**src/rtl/ksa_pkg.sv**
```systemverilog
// Shared types and constants for the RC4 key search: dispatcher FSM states,
// key type, default search limit and the legal key character range used by
// the cracking cores.
package ksa_pkg;

  typedef enum logic [2:0] {
    IDLE   = 3'd0,
    LAUNCH = 3'd1,
    RUN    = 3'd2,
    FOUND  = 3'd3,
    FAILED = 3'd4
  } krd_state_t;

  typedef logic [23:0] rc4_key_t;

  localparam rc4_key_t KEY_MAX_DEFAULT = 24'h3FFFFF;

  // Printable lowercase range accepted by the cores when decrypting.
  localparam logic [7:0] CHAR_MIN = 8'h61;
  localparam logic [7:0] CHAR_MAX = 8'h7A;

endpackage

```
**src/rtl/krd_prio_pick.sv**
```systemverilog
// Lowest-index select over the masked found bits; returns whether any core
// found a key, which core won and that core's key.
module krd_prio_pick #(
  parameter int unsigned NUM_CORES = 4,
  parameter int unsigned KEY_W     = 24,
  parameter int unsigned IDX_W     = (NUM_CORES > 1) ? $clog2(NUM_CORES) : 1
) (
  input  logic [NUM_CORES-1:0]       i_found,
  input  logic [NUM_CORES*KEY_W-1:0] i_keys,
  output logic                       o_any,
  output logic [IDX_W-1:0]           o_idx,
  output logic [KEY_W-1:0]           o_key
);

  // Scan from the top down so the lowest set index is the last one written.
  always_comb begin
    o_any = |i_found;
    o_idx = '0;
    o_key = '0;
    for (int c = NUM_CORES - 1; c >= 0; c--) begin
      if (i_found[c]) begin
        o_idx = IDX_W'(c);
        o_key = i_keys[c*KEY_W +: KEY_W];
      end
    end
  end

endmodule

```
**src/rtl/key_range_dispatcher.sv**
```systemverilog
// Splits the key space into NUM_CORES equal slices, launches one cracking core
// per slice, latches the first (lowest-index) found key and stops all cores.
// Optional watchdog: define KRD_WATCHDOG_EN to build the run-length limit.
module key_range_dispatcher
  import ksa_pkg::*;
#(
  parameter int unsigned         NUM_CORES = 4,
  parameter int unsigned         KEY_W     = 24,
  parameter logic [KEY_W-1:0]    KEY_MAX   = KEY_W'(KEY_MAX_DEFAULT),
  parameter logic [31:0]         WD_CYCLES = 32'hFFFF_FFFF
) (
  input  logic                       CLOCK_50,
  input  logic                       reset_n,
  input  logic                       go,
  output logic [NUM_CORES-1:0]       core_start,
  output logic [NUM_CORES*KEY_W-1:0] core_key_lo,
  output logic [NUM_CORES*KEY_W-1:0] core_key_hi,
  output logic                       core_stop,
  input  logic [NUM_CORES-1:0]       core_done,
  input  logic [NUM_CORES-1:0]       core_found,
  input  logic [NUM_CORES*KEY_W-1:0] core_key,
  output logic                       busy,
  output logic                       success,
  output logic                       failed,
  output logic                       timeout,
  output logic [KEY_W-1:0]           result_key
);

  localparam int unsigned SLICE = (32'(KEY_MAX) + 32'd1) / NUM_CORES;
  localparam int unsigned IDX_W = (NUM_CORES > 1) ? $clog2(NUM_CORES) : 1;

  krd_state_t             r_state;
  krd_state_t             w_state_next;
  logic [NUM_CORES-1:0]   r_done_mask;

  logic [NUM_CORES-1:0]   w_new_done;
  logic [NUM_CORES-1:0]   w_new_found;
  logic [NUM_CORES-1:0]   w_mask_next;
  logic                   w_pick_any;
  logic [IDX_W-1:0]       w_pick_idx_unused;
  logic [KEY_W-1:0]       w_pick_key;
  logic                   w_wd_hit;

  logic [NUM_CORES-1:0]   w_core_start_d;
  logic [NUM_CORES-1:0]   w_done_mask_d;
  logic                   w_busy_d;
  logic                   w_success_d;
  logic                   w_failed_d;
  logic                   w_timeout_d;
  logic                   w_core_stop_d;
  logic [KEY_W-1:0]       w_result_key_d;

  // Only reports from cores not yet recorded this run are considered.
  assign w_new_done  = core_done & ~r_done_mask;
  assign w_new_found = w_new_done & core_found;
  assign w_mask_next = r_done_mask | w_new_done;

  krd_prio_pick #(
    .NUM_CORES (NUM_CORES),
    .KEY_W     (KEY_W),
    .IDX_W     (IDX_W)
  ) u_prio_pick (
    .i_found (w_new_found),
    .i_keys  (core_key),
    .o_any   (w_pick_any),
    .o_idx   (w_pick_idx_unused),
    .o_key   (w_pick_key)
  );

`ifdef KRD_WATCHDOG_EN
  logic [31:0] r_wd_cnt;

  // Run-length counter: cleared while launching, counts every RUN cycle.
  always_ff @(posedge CLOCK_50) begin
    if (!reset_n) begin
      r_wd_cnt <= '0;
    end else if (r_state == LAUNCH) begin
      r_wd_cnt <= '0;
    end else if (r_state == RUN) begin
      r_wd_cnt <= r_wd_cnt + 32'd1;
    end
  end

  assign w_wd_hit = (r_state == RUN) && (r_wd_cnt == (WD_CYCLES - 32'd1));
`else
  logic w_wd_unused;
  assign w_wd_unused = ^WD_CYCLES;
  assign w_wd_hit    = 1'b0;
`endif

  // Slice bounds are constants, registered so the core inputs come from flops.
  always_ff @(posedge CLOCK_50) begin
    for (int unsigned c = 0; c < NUM_CORES; c++) begin
      core_key_lo[c*KEY_W +: KEY_W] <= KEY_W'(c * SLICE);
      core_key_hi[c*KEY_W +: KEY_W] <= KEY_W'(c * SLICE + SLICE - 32'd1);
    end
  end

  // State register.
  always_ff @(posedge CLOCK_50) begin
    if (!reset_n) begin
      r_state <= IDLE;
    end else begin
      r_state <= w_state_next;
    end
  end

  // Next-state logic; a find always beats exhaustion and the watchdog.
  always_comb begin
    w_state_next = r_state;
    case (r_state)
      IDLE, FOUND, FAILED: begin
        if (go) w_state_next = LAUNCH;
      end
      LAUNCH: w_state_next = RUN;
      RUN: begin
        if (w_pick_any)        w_state_next = FOUND;
        else if (w_wd_hit)     w_state_next = FAILED;
        else if (&w_mask_next) w_state_next = FAILED;
      end
      default: w_state_next = IDLE;
    endcase
  end

  // Output logic: next values of the registered outputs and the done mask.
  always_comb begin
    w_core_start_d = '0;
    w_done_mask_d  = r_done_mask;
    w_busy_d       = (w_state_next == LAUNCH) || (w_state_next == RUN);
    w_success_d    = success;
    w_failed_d     = failed;
    w_timeout_d    = timeout;
    w_core_stop_d  = core_stop;
    w_result_key_d = result_key;
    case (r_state)
      IDLE, FOUND, FAILED: begin
        if (r_state == IDLE) w_core_stop_d = 1'b0;
        if (go) begin
          w_core_start_d = '1;
          w_done_mask_d  = '0;
          w_success_d    = 1'b0;
          w_failed_d     = 1'b0;
          w_timeout_d    = 1'b0;
          w_core_stop_d  = 1'b0;
          w_result_key_d = '0;
        end
      end
      RUN: begin
        w_done_mask_d = w_mask_next;
        if (w_pick_any) begin
          w_result_key_d = w_pick_key;
          w_success_d    = 1'b1;
          w_core_stop_d  = 1'b1;
        end else if (w_wd_hit) begin
          w_failed_d    = 1'b1;
          w_timeout_d   = 1'b1;
          w_core_stop_d = 1'b1;
        end else if (&w_mask_next) begin
          w_failed_d    = 1'b1;
          w_core_stop_d = 1'b1;
        end
      end
      default: ;
    endcase
  end

  // Output registers; core_stop is held high during reset to abort the cores.
  always_ff @(posedge CLOCK_50) begin
    if (!reset_n) begin
      core_start  <= '0;
      r_done_mask <= '0;
      busy        <= 1'b0;
      success     <= 1'b0;
      failed      <= 1'b0;
      timeout     <= 1'b0;
      core_stop   <= 1'b1;
      result_key  <= '0;
    end else begin
      core_start  <= w_core_start_d;
      r_done_mask <= w_done_mask_d;
      busy        <= w_busy_d;
      success     <= w_success_d;
      failed      <= w_failed_d;
      timeout     <= w_timeout_d;
      core_stop   <= w_core_stop_d;
      result_key  <= w_result_key_d;
    end
  end

endmodule

```
**config.mk**
```make
export PLATFORM = sky130hd
export DESIGN_NAME = key_range_dispatcher
export DESIGN_NICKNAME = d
export VERILOG_FILES = /design/src/rtl/ksa_pkg.sv /design/src/rtl/krd_prio_pick.sv /design/src/rtl/key_range_dispatcher.sv
export SDC_FILE = /design/constraint.sdc
export NUM_CORES = 1
export LEC_CHECK = 0
export BUFFER_PORTS_ARGS = -buffer_cell sky130_fd_sc_hd__buf_4
export CAP_MARGIN = 40
export CORE_AREA = 2 2 128 130
export CTS_CLUSTER_DIAMETER = 200
export DETAILED_ROUTE_END_ITERATION = 7
export DIE_AREA = 0 0 130 132
export PLACE_DENSITY = 0.58
export REMOVE_ABC_BUFFERS = 1
export SYNTH_ARGS = -nofsm -noshare
export SYNTH_HDL_FRONTEND = slang
export SYNTH_SLANG_ARGS = --single-unit
```
**constraint.sdc**
```tcl
create_clock -name CLOCK_50 -period 1.5 [get_ports CLOCK_50]
set_input_delay 0.075 -clock CLOCK_50 [delete_from_list [all_inputs] [get_ports CLOCK_50]]
set_output_delay 0.075 -clock CLOCK_50 [all_outputs]
set_load 0.02 [all_outputs]
```
# [Word level (Yosys, flattened, before mapping)]
# Cells that the tools add are included.
[word_totals] mem_bits_ro=0 out_inout_bits=225 ramBits=0 reg_bits=39 inputBits=107 memories=0 latch_bits=0
[op_classes] mul=0 n_reduce_logical=11 magnitude_cmp=0 div_mod_pow=0 n_shift=0 eq_ne=12 add_sub_neg=0 bitwise_logic=4 muxes=24
[op_table] operator="$mux W24" count=6
[op_table] operator="$pmux W24 S2" count=1
[op_table] operator="$eq A3 B2 Y1 const B" count=3
[op_table] operator="$mux W3" count=3
[op_table] operator="$pmux W3 S3" count=1
[op_table] operator="$and A4 B4 Y4" count=2
[op_table] operator="$mux W4" count=2
[op_table] operator="$pmux W4 S2" count=1
[op_table] operator="$reduce_and A4 Y1" count=2
[op_table] operator="$mux W1" count=7
[op_table] operator="$eq A3 B1 Y1 const B" count=2
[op_table] operator="$ne A2 B2 Y1 const B" count=3
[op_table] operator="$pmux W1 S2" count=3
[op_table] operator="$reduce_and A3 Y1" count=2
[op_table] operator="$not A4 Y4" count=1
[op_table] operator="$or A4 B4 Y4" count=1
[op_table] operator="$reduce_and A2 Y1" count=2
[op_table] operator="$reduce_or A4 Y1" count=1
[op_table] operator="$eq A3 B3 Y1 const B" count=1
[op_table] operator="$logic_not A3 Y1" count=1
[op_table] operator="$ne A3 B2 Y1 const B" count=1
[op_table] operator="$ne A3 B3 Y1 const B" count=1
[op_table] operator="$reduce_or A3 Y1" count=1
[op_table] operator="$ne A2 B1 Y1 const B" count=1
[op_table] operator="2 further kinds" count=2

# [Logic depth before layout (Yosys ltp)]
[depth] ltp_word=9 depth_mapped=8

# [By module]
# Synthesis repeated with hierarchy kept, for this count alone.
[unflattened] hier_cells=435 area_unflattened_um2=3683.5
[modules_own_cells] module="key_range_dispatcher" seq_area_each_um2=720.7 cells_each=340 instances=1 area_each_um2=2865.2
[modules_own_cells] module="krd_prio_pick" seq_area_each_um2=0.0 cells_each=95 instances=1 area_each_um2=818.3

# [Worst setup path after synthesis]
# OpenSTA, ideal clock, no wires.
[synth_path] kind="register to register" startpoint="register r_done_mask[2]" endpoint="register result_key[0]" t_required_ns=1.383 path_buffers=2 t_arrival_ns=1.454 setup_slack_ns=-0.071 path_stages_with_launch=8 synth_period_minus_slack_ns=1.571 setup_ns=0.117 path_cell_list="dfxtp_1 > and3b_1 > buf_6 > nor4_4 > nor3_4 > nand2_2 > buf_4 > o2bb2ai_1"
[synth_between] elab_chain_cells=8 elab_cells_between_ends=11 cone_classes="eq/ne (1); mux (5); bitwise (3); reduce/logical (2)"
[synth_rtl] item="from (decl)" line="key_range_dispatcher.sv:34" rtl="logic [NUM_CORES-1:0] r_done_mask;"
[synth_rtl] item="from (signal assigned)" line="key_range_dispatcher.sv:180" rtl="r_done_mask <= w_done_mask_d;"
[synth_rtl] item="$not A4 Y4 *" line="key_range_dispatcher.sv:54" rtl="assign w_new_done = core_done & ~r_done_mask;"
[synth_rtl] item="$and A4 B4 Y4 *" line="key_range_dispatcher.sv:54"
[synth_rtl] item="$and A4 B4 Y4 *" line="key_range_dispatcher.sv:55" rtl="assign w_new_found = w_new_done & core_found;"
[synth_rtl] item="$mux W24 (3 in series)" line="krd_prio_pick.sv:21" rtl="if (i_found[c]) begin"
[synth_rtl] item="$mux W24" line="key_range_dispatcher.sv:150" rtl="if (w_pick_any) begin"
[synth_rtl] item="$pmux W24 S2" line="key_range_dispatcher.sv:135" rtl="case (r_state)"
[synth_rtl] item="to (signal assigned)" line="key_range_dispatcher.sv:186" rtl="result_key <= w_result_key_d;"
[synth_rtl] item="to (decl)" line="key_range_dispatcher.sv:26" rtl="output logic [KEY_W-1:0] result_key"
# Every way passes the cells marked *; elsewhere a longest branch is shown, timed or not. The select of a mux whose other input is x is not followed.
# A chain may end at the register's enable or synchronous reset.

# [Worst setup path in the final report]
[layout_path] startpoint="register r_done_mask[2]" endpoint="register r_state[2]"
[layout_between] elab_chain_cells=7 elab_cells_between_ends=9 cone_classes="mux (3); bitwise (4); reduce/logical (2)"
[layout_rtl] item="$not A4 Y4" line="key_range_dispatcher.sv:54"
[layout_rtl] item="$and A4 B4 Y4" line="key_range_dispatcher.sv:54"
[layout_rtl] item="$or A4 B4 Y4" line="key_range_dispatcher.sv:56" rtl="assign w_mask_next = r_done_mask | w_new_done;"
[layout_rtl] item="$reduce_and A4 Y1" line="key_range_dispatcher.sv:119" rtl="else if (&w_mask_next) w_state_next = FAILED;"
[layout_rtl] item="$mux W3" line="key_range_dispatcher.sv:119"
[layout_rtl] item="$mux W3 *" line="key_range_dispatcher.sv:117" rtl="if (w_pick_any) w_state_next = FOUND;"
[layout_rtl] item="$pmux W3 S3 *" line="key_range_dispatcher.sv:111" rtl="case (r_state)"
[layout_rtl] item="to (signal assigned)" line="key_range_dispatcher.sv:104" rtl="r_state <= w_state_next;"
[layout_rtl] item="to (decl)" line="key_range_dispatcher.sv:32" rtl="krd_state_t r_state;"
# Every way passes the cells marked *; elsewhere a longest branch is shown, timed or not.

==> flow_results.org <==
** Floorplanning
- Area enclosed by the die boundary :: 17160 um^2
- In this run the horizontal extent of the chip is 130 um.
- Effective utilization at floorplan :: 21.86%
- The floorplan step set the die height to 132 um.
- In this run the core area contains 46 standard-cell rows.
- 332 I/O pins were placed.
- Core region area :: 15710 um^2

** Route
- Via/cell ratio :: around 3.8
- DR iter-0 viols :: 104
- DRC violation count after routing :: 0
- The routed layout has about 2900 vias.
- Dividing the detail-routed wire length by the instance count gives 14.10 um.
- Wire length after detailed routing :: 10930 um
- Final ANT Viol Nets :: 0
- The first detailed-routing pass took 4 iterations.

** Finish
- In the final layout, the share of cells above drive strength 1 is 38.10%.
- Post-route standard cell area excluding fillers :: 4549 um^2
- Number of nets in the final layout :: 665
- Total of fill cells in the finished design :: 1732
- The finished layout holds a little under 800 standard cells, fillers aside.
- The number of antenna diodes in the final layout is 0.
- Multi-input gate area :: 1992 um^2
- Area of all sequential standard cells :: 721.9 um^2
- At the end of the flow the core is filled with cells to slightly below 30%.
- Relative to the synthesized area, the layout overhead comes to 32.46%.

** STA
- Setup repair after global routing could not meet its margin everywhere.
- Slack of the critical path :: -91.27 ps
- Portion of the clock cycle consumed by the worst path in the final layout :: 106.1%
- Setup violations remaining at the end of the flow were counted as 29.
- Final number of hold-violating endpoints :: 0
- Maximum clock rate :: 628.4 MHz
- Period minus WS final :: 1591 ps
- Worst-case clock skew :: 8.519 ps
- Max Slew Vio Count :: 0

** Worst setup path
- Number of cells on the critical path :: 6
- The number of buffers and inverters on the critical path is 1.
- Arrival @ worst endpoint :: 1820 ps
- Number of cells on the worst reg-to-reg path :: 6
- Slowest Stage Delay on Critical Path :: ~390 ps
- STA classifies the critical path endpoint as a register.
- Worst path cell trace :: and3b_2 > nor4_4 > buf_4 > nand2_2 > o22a_1 > nor3_2
- The worst setup path is of the register to register kind.
- Required time worst endpoint :: 1730 ps
- Along the worst path, the maximum fanout reaches 4.
- Startpoint Class :: register
- Family with the most delay on the worst path :: simple AND/OR/NAND/NOR gates
- The slowest stage of the critical path is the nor4_4 cell.

** Power and ir drop
- Max VDD drop :: 0.0003957 V
- Leakage :: 2.241 nW
- Total design power :: approximately 0.0037 W
- Power density cells :: 813.8 nW/um^2

** Synthesis
- Synthesis inferred 36 register bits.
- Dividing the synthesized area by the synthesized cell count gives between 8 and 9 um^2.
- Most common cell in the netlist :: buf_4
- Netlist Area Pre-Place :: 3435 um^2
- Flip-flop cell with the highest count after synthesis :: dfxtp_1
- Area fraction of the dominant cell type after synthesis :: 43.93%
- Unique masters post-synth :: 30
- Sequential elements use 20.98% of the synthesized area.
- Most area-hungry cell type in the Yosys netlist :: buf_4
- The commonest cells after synthesis are buf_4 (201), dfxtp_1 (36), o21ai_0 (28).
- Synth async-reset ratio :: 0%
- Main area contributors after synthesis :: buf_4 (44%), dfxtp_1 (21%), a221oi_1 (6.1%)
- Synthesis Warnings :: 0
- The synthesized design contains 0 enable-type register cells.
- In the synthesized netlist, the number of instances is 406.

** Hold path
- Cell depth of the worst hold path :: 3
- The min-delay analysis places its worst path in the category input port to register.

** Clock network
- Clock tree root driver cell :: clkbuf_16
- The H-tree was split into 2 levels.
- The clock net in this run drives a total of 36 sinks.
- For the worst-skew pair, the clock arrives at the later sink with an insertion delay of 290 ps.
- CTS tree :: built
- Total clock buffers created by CTS :: 5
- In this run the deepest clock path goes through 2 buffers.
- After clock tree synthesis, the clock-pin slew on the worst setup and hold paths is 70 ps.

** GRT
- For this run, the total global-route usage over all layers was measured as 11.63%.
- The initial antenna violation count came to 0.
- Largest net degree at the start of global routing :: 25
- Vias in the first global route :: approximately 2400
- Global routing finished with a remaining overflow of 0.
- Wire length of the first global-routing pass :: between 10000 and 15000 um

** Placement
- The number of placed instances, taps included, is 763.
- The wire-length estimate of the detail-placed layout is approximately 8400 um.
- Number of input and output port buffers inserted :: 138
- At the end of routability-driven placement, the weighted congestion stood at 0.7588.
- Placed standard-cell area :: 4153 um^2

** Status
- Status :: complete, but fails checks
- Failing checks :: negative setup slack

** Flow run
- MaxCap Viol Count :: 0
cell type report:
cell class	count	area share (%)
clock inverters	3	1.018
flip-flops and latches	36	15.87
clock buffers	5	2.750
multi-input cells	342	43.78
repair buffers	171	30.47
well taps	216	5.941
inverters	2	0.1650
kinds of logic (layout without fill, tap and decap cells):
| logic type | Yosys count | count (layout) | share of synthesized area [%] |
|---|---|---|---|
| AOI/OAI and AO/OA | 112 | 112 | 24.63 |
| buffers and inverters | 219 | 181 | 46.81 |
| DFF | 36 | 36 | 20.98 |
| other | 2 | 193 | 0.2187 |
| and+or+nand+nor | 37 | 37 | 7.359 |
metrics by stage:
stage / setup WS [ps] / TNS [ps] / hold WS, ps
6_report: -91.27 / -1410 / 32.83
5_1_grt: -175.5 / -3878 / 40.39
2_1_floorplan: -674.1 / -16740 / 151.2
3_3_place_gp: -84.74 / -1395 / 305.9
3_5_place_dp: -118.5 / -2262 / 308.5
4_1_cts: -99.23 / -1813 / 17.32
layout by cell type, fill, tap and decap left out, types with 2 or more instances in the layout:
| cell type | count |
|---|---|
| o21ai_0 | 26 |
| a221oi_1 | 15 |
| o21ai_1 | 2 |
| clkbuf_16 | 6 |
| conb_1 | 193 |
| a221oi_2 | 9 |
| nand2_1 | 2 |
| nor3_2 | 2 |
| nand3b_1 | 4 |
| a32oi_1 | 2 |
| o2bb2ai_1 | 16 |
| a2bb2oi_2 | 2 |
| buf_6 | 2 |
| nand2b_1 | 2 |
| a21oi_1 | 5 |
| nor2_1 | 11 |
| buf_4 | 161 |
| dfxtp_1 | 35 |
| a2bb2oi_1 | 22 |
| o22ai_1 | 2 |
| and3b_1 | 2 |
| buf_12 | 6 |
| and3b_2 | 3 |
| o2bb2ai_2 | 7 |
per-layer routing:
layer / vias up / GRT usage [%] / wire length (um)
li1: 1358 / - / -
met4: 0 / 3.405 / 125
met2: 195 / 18.85 / 5314
met1: 1352 / 15.47 / 4471
met3: 6 / 2.394 / 1016
met5: - / 0 / 0
tightest hold or removal path, delay by kind of cell:
kind,cells,cell delay [ps]
compound gates,1,50
buf+inv,1,90
simple gates,1,70
final timing paths:
kind / startpoint / to / slack [ps]
max: r_done_mask[2] / r_state[2] / -90
min: core_done[3] / r_done_mask[3] / 30
max reg2reg: r_done_mask[2] / r_state[2] / -90
min reg2reg: result_key[12] / result_key[12] / 460
report_power, final:
| group | internal (W) | switching, W |
|---|---|---|
| logic | 0.000526 | 0.000876 |
| clock network | 0.000791 | 0.000483 |
| registers | 0.000999 | 0.0000267 |
registers in the layout, summed over array words and instances, names as in the netlist:
signal       count
busy             1
core_start       1
core_stop        1
failed           1
r_done_mask      4
r_state          3
result_key      24
success          1
timing repair:
item / in CTS / in global routing
hold endpoints to repair: 1 / 0
endpoints found under the setup margin: 28 / 31
resized for setup: 5 / 31
cloned: 0 / 1
hold buffers: 1 / 0
setup buffers: 2 / 0
pin swaps: 2 / 14
Note: power is estimated with default switching activity, not from simulation.
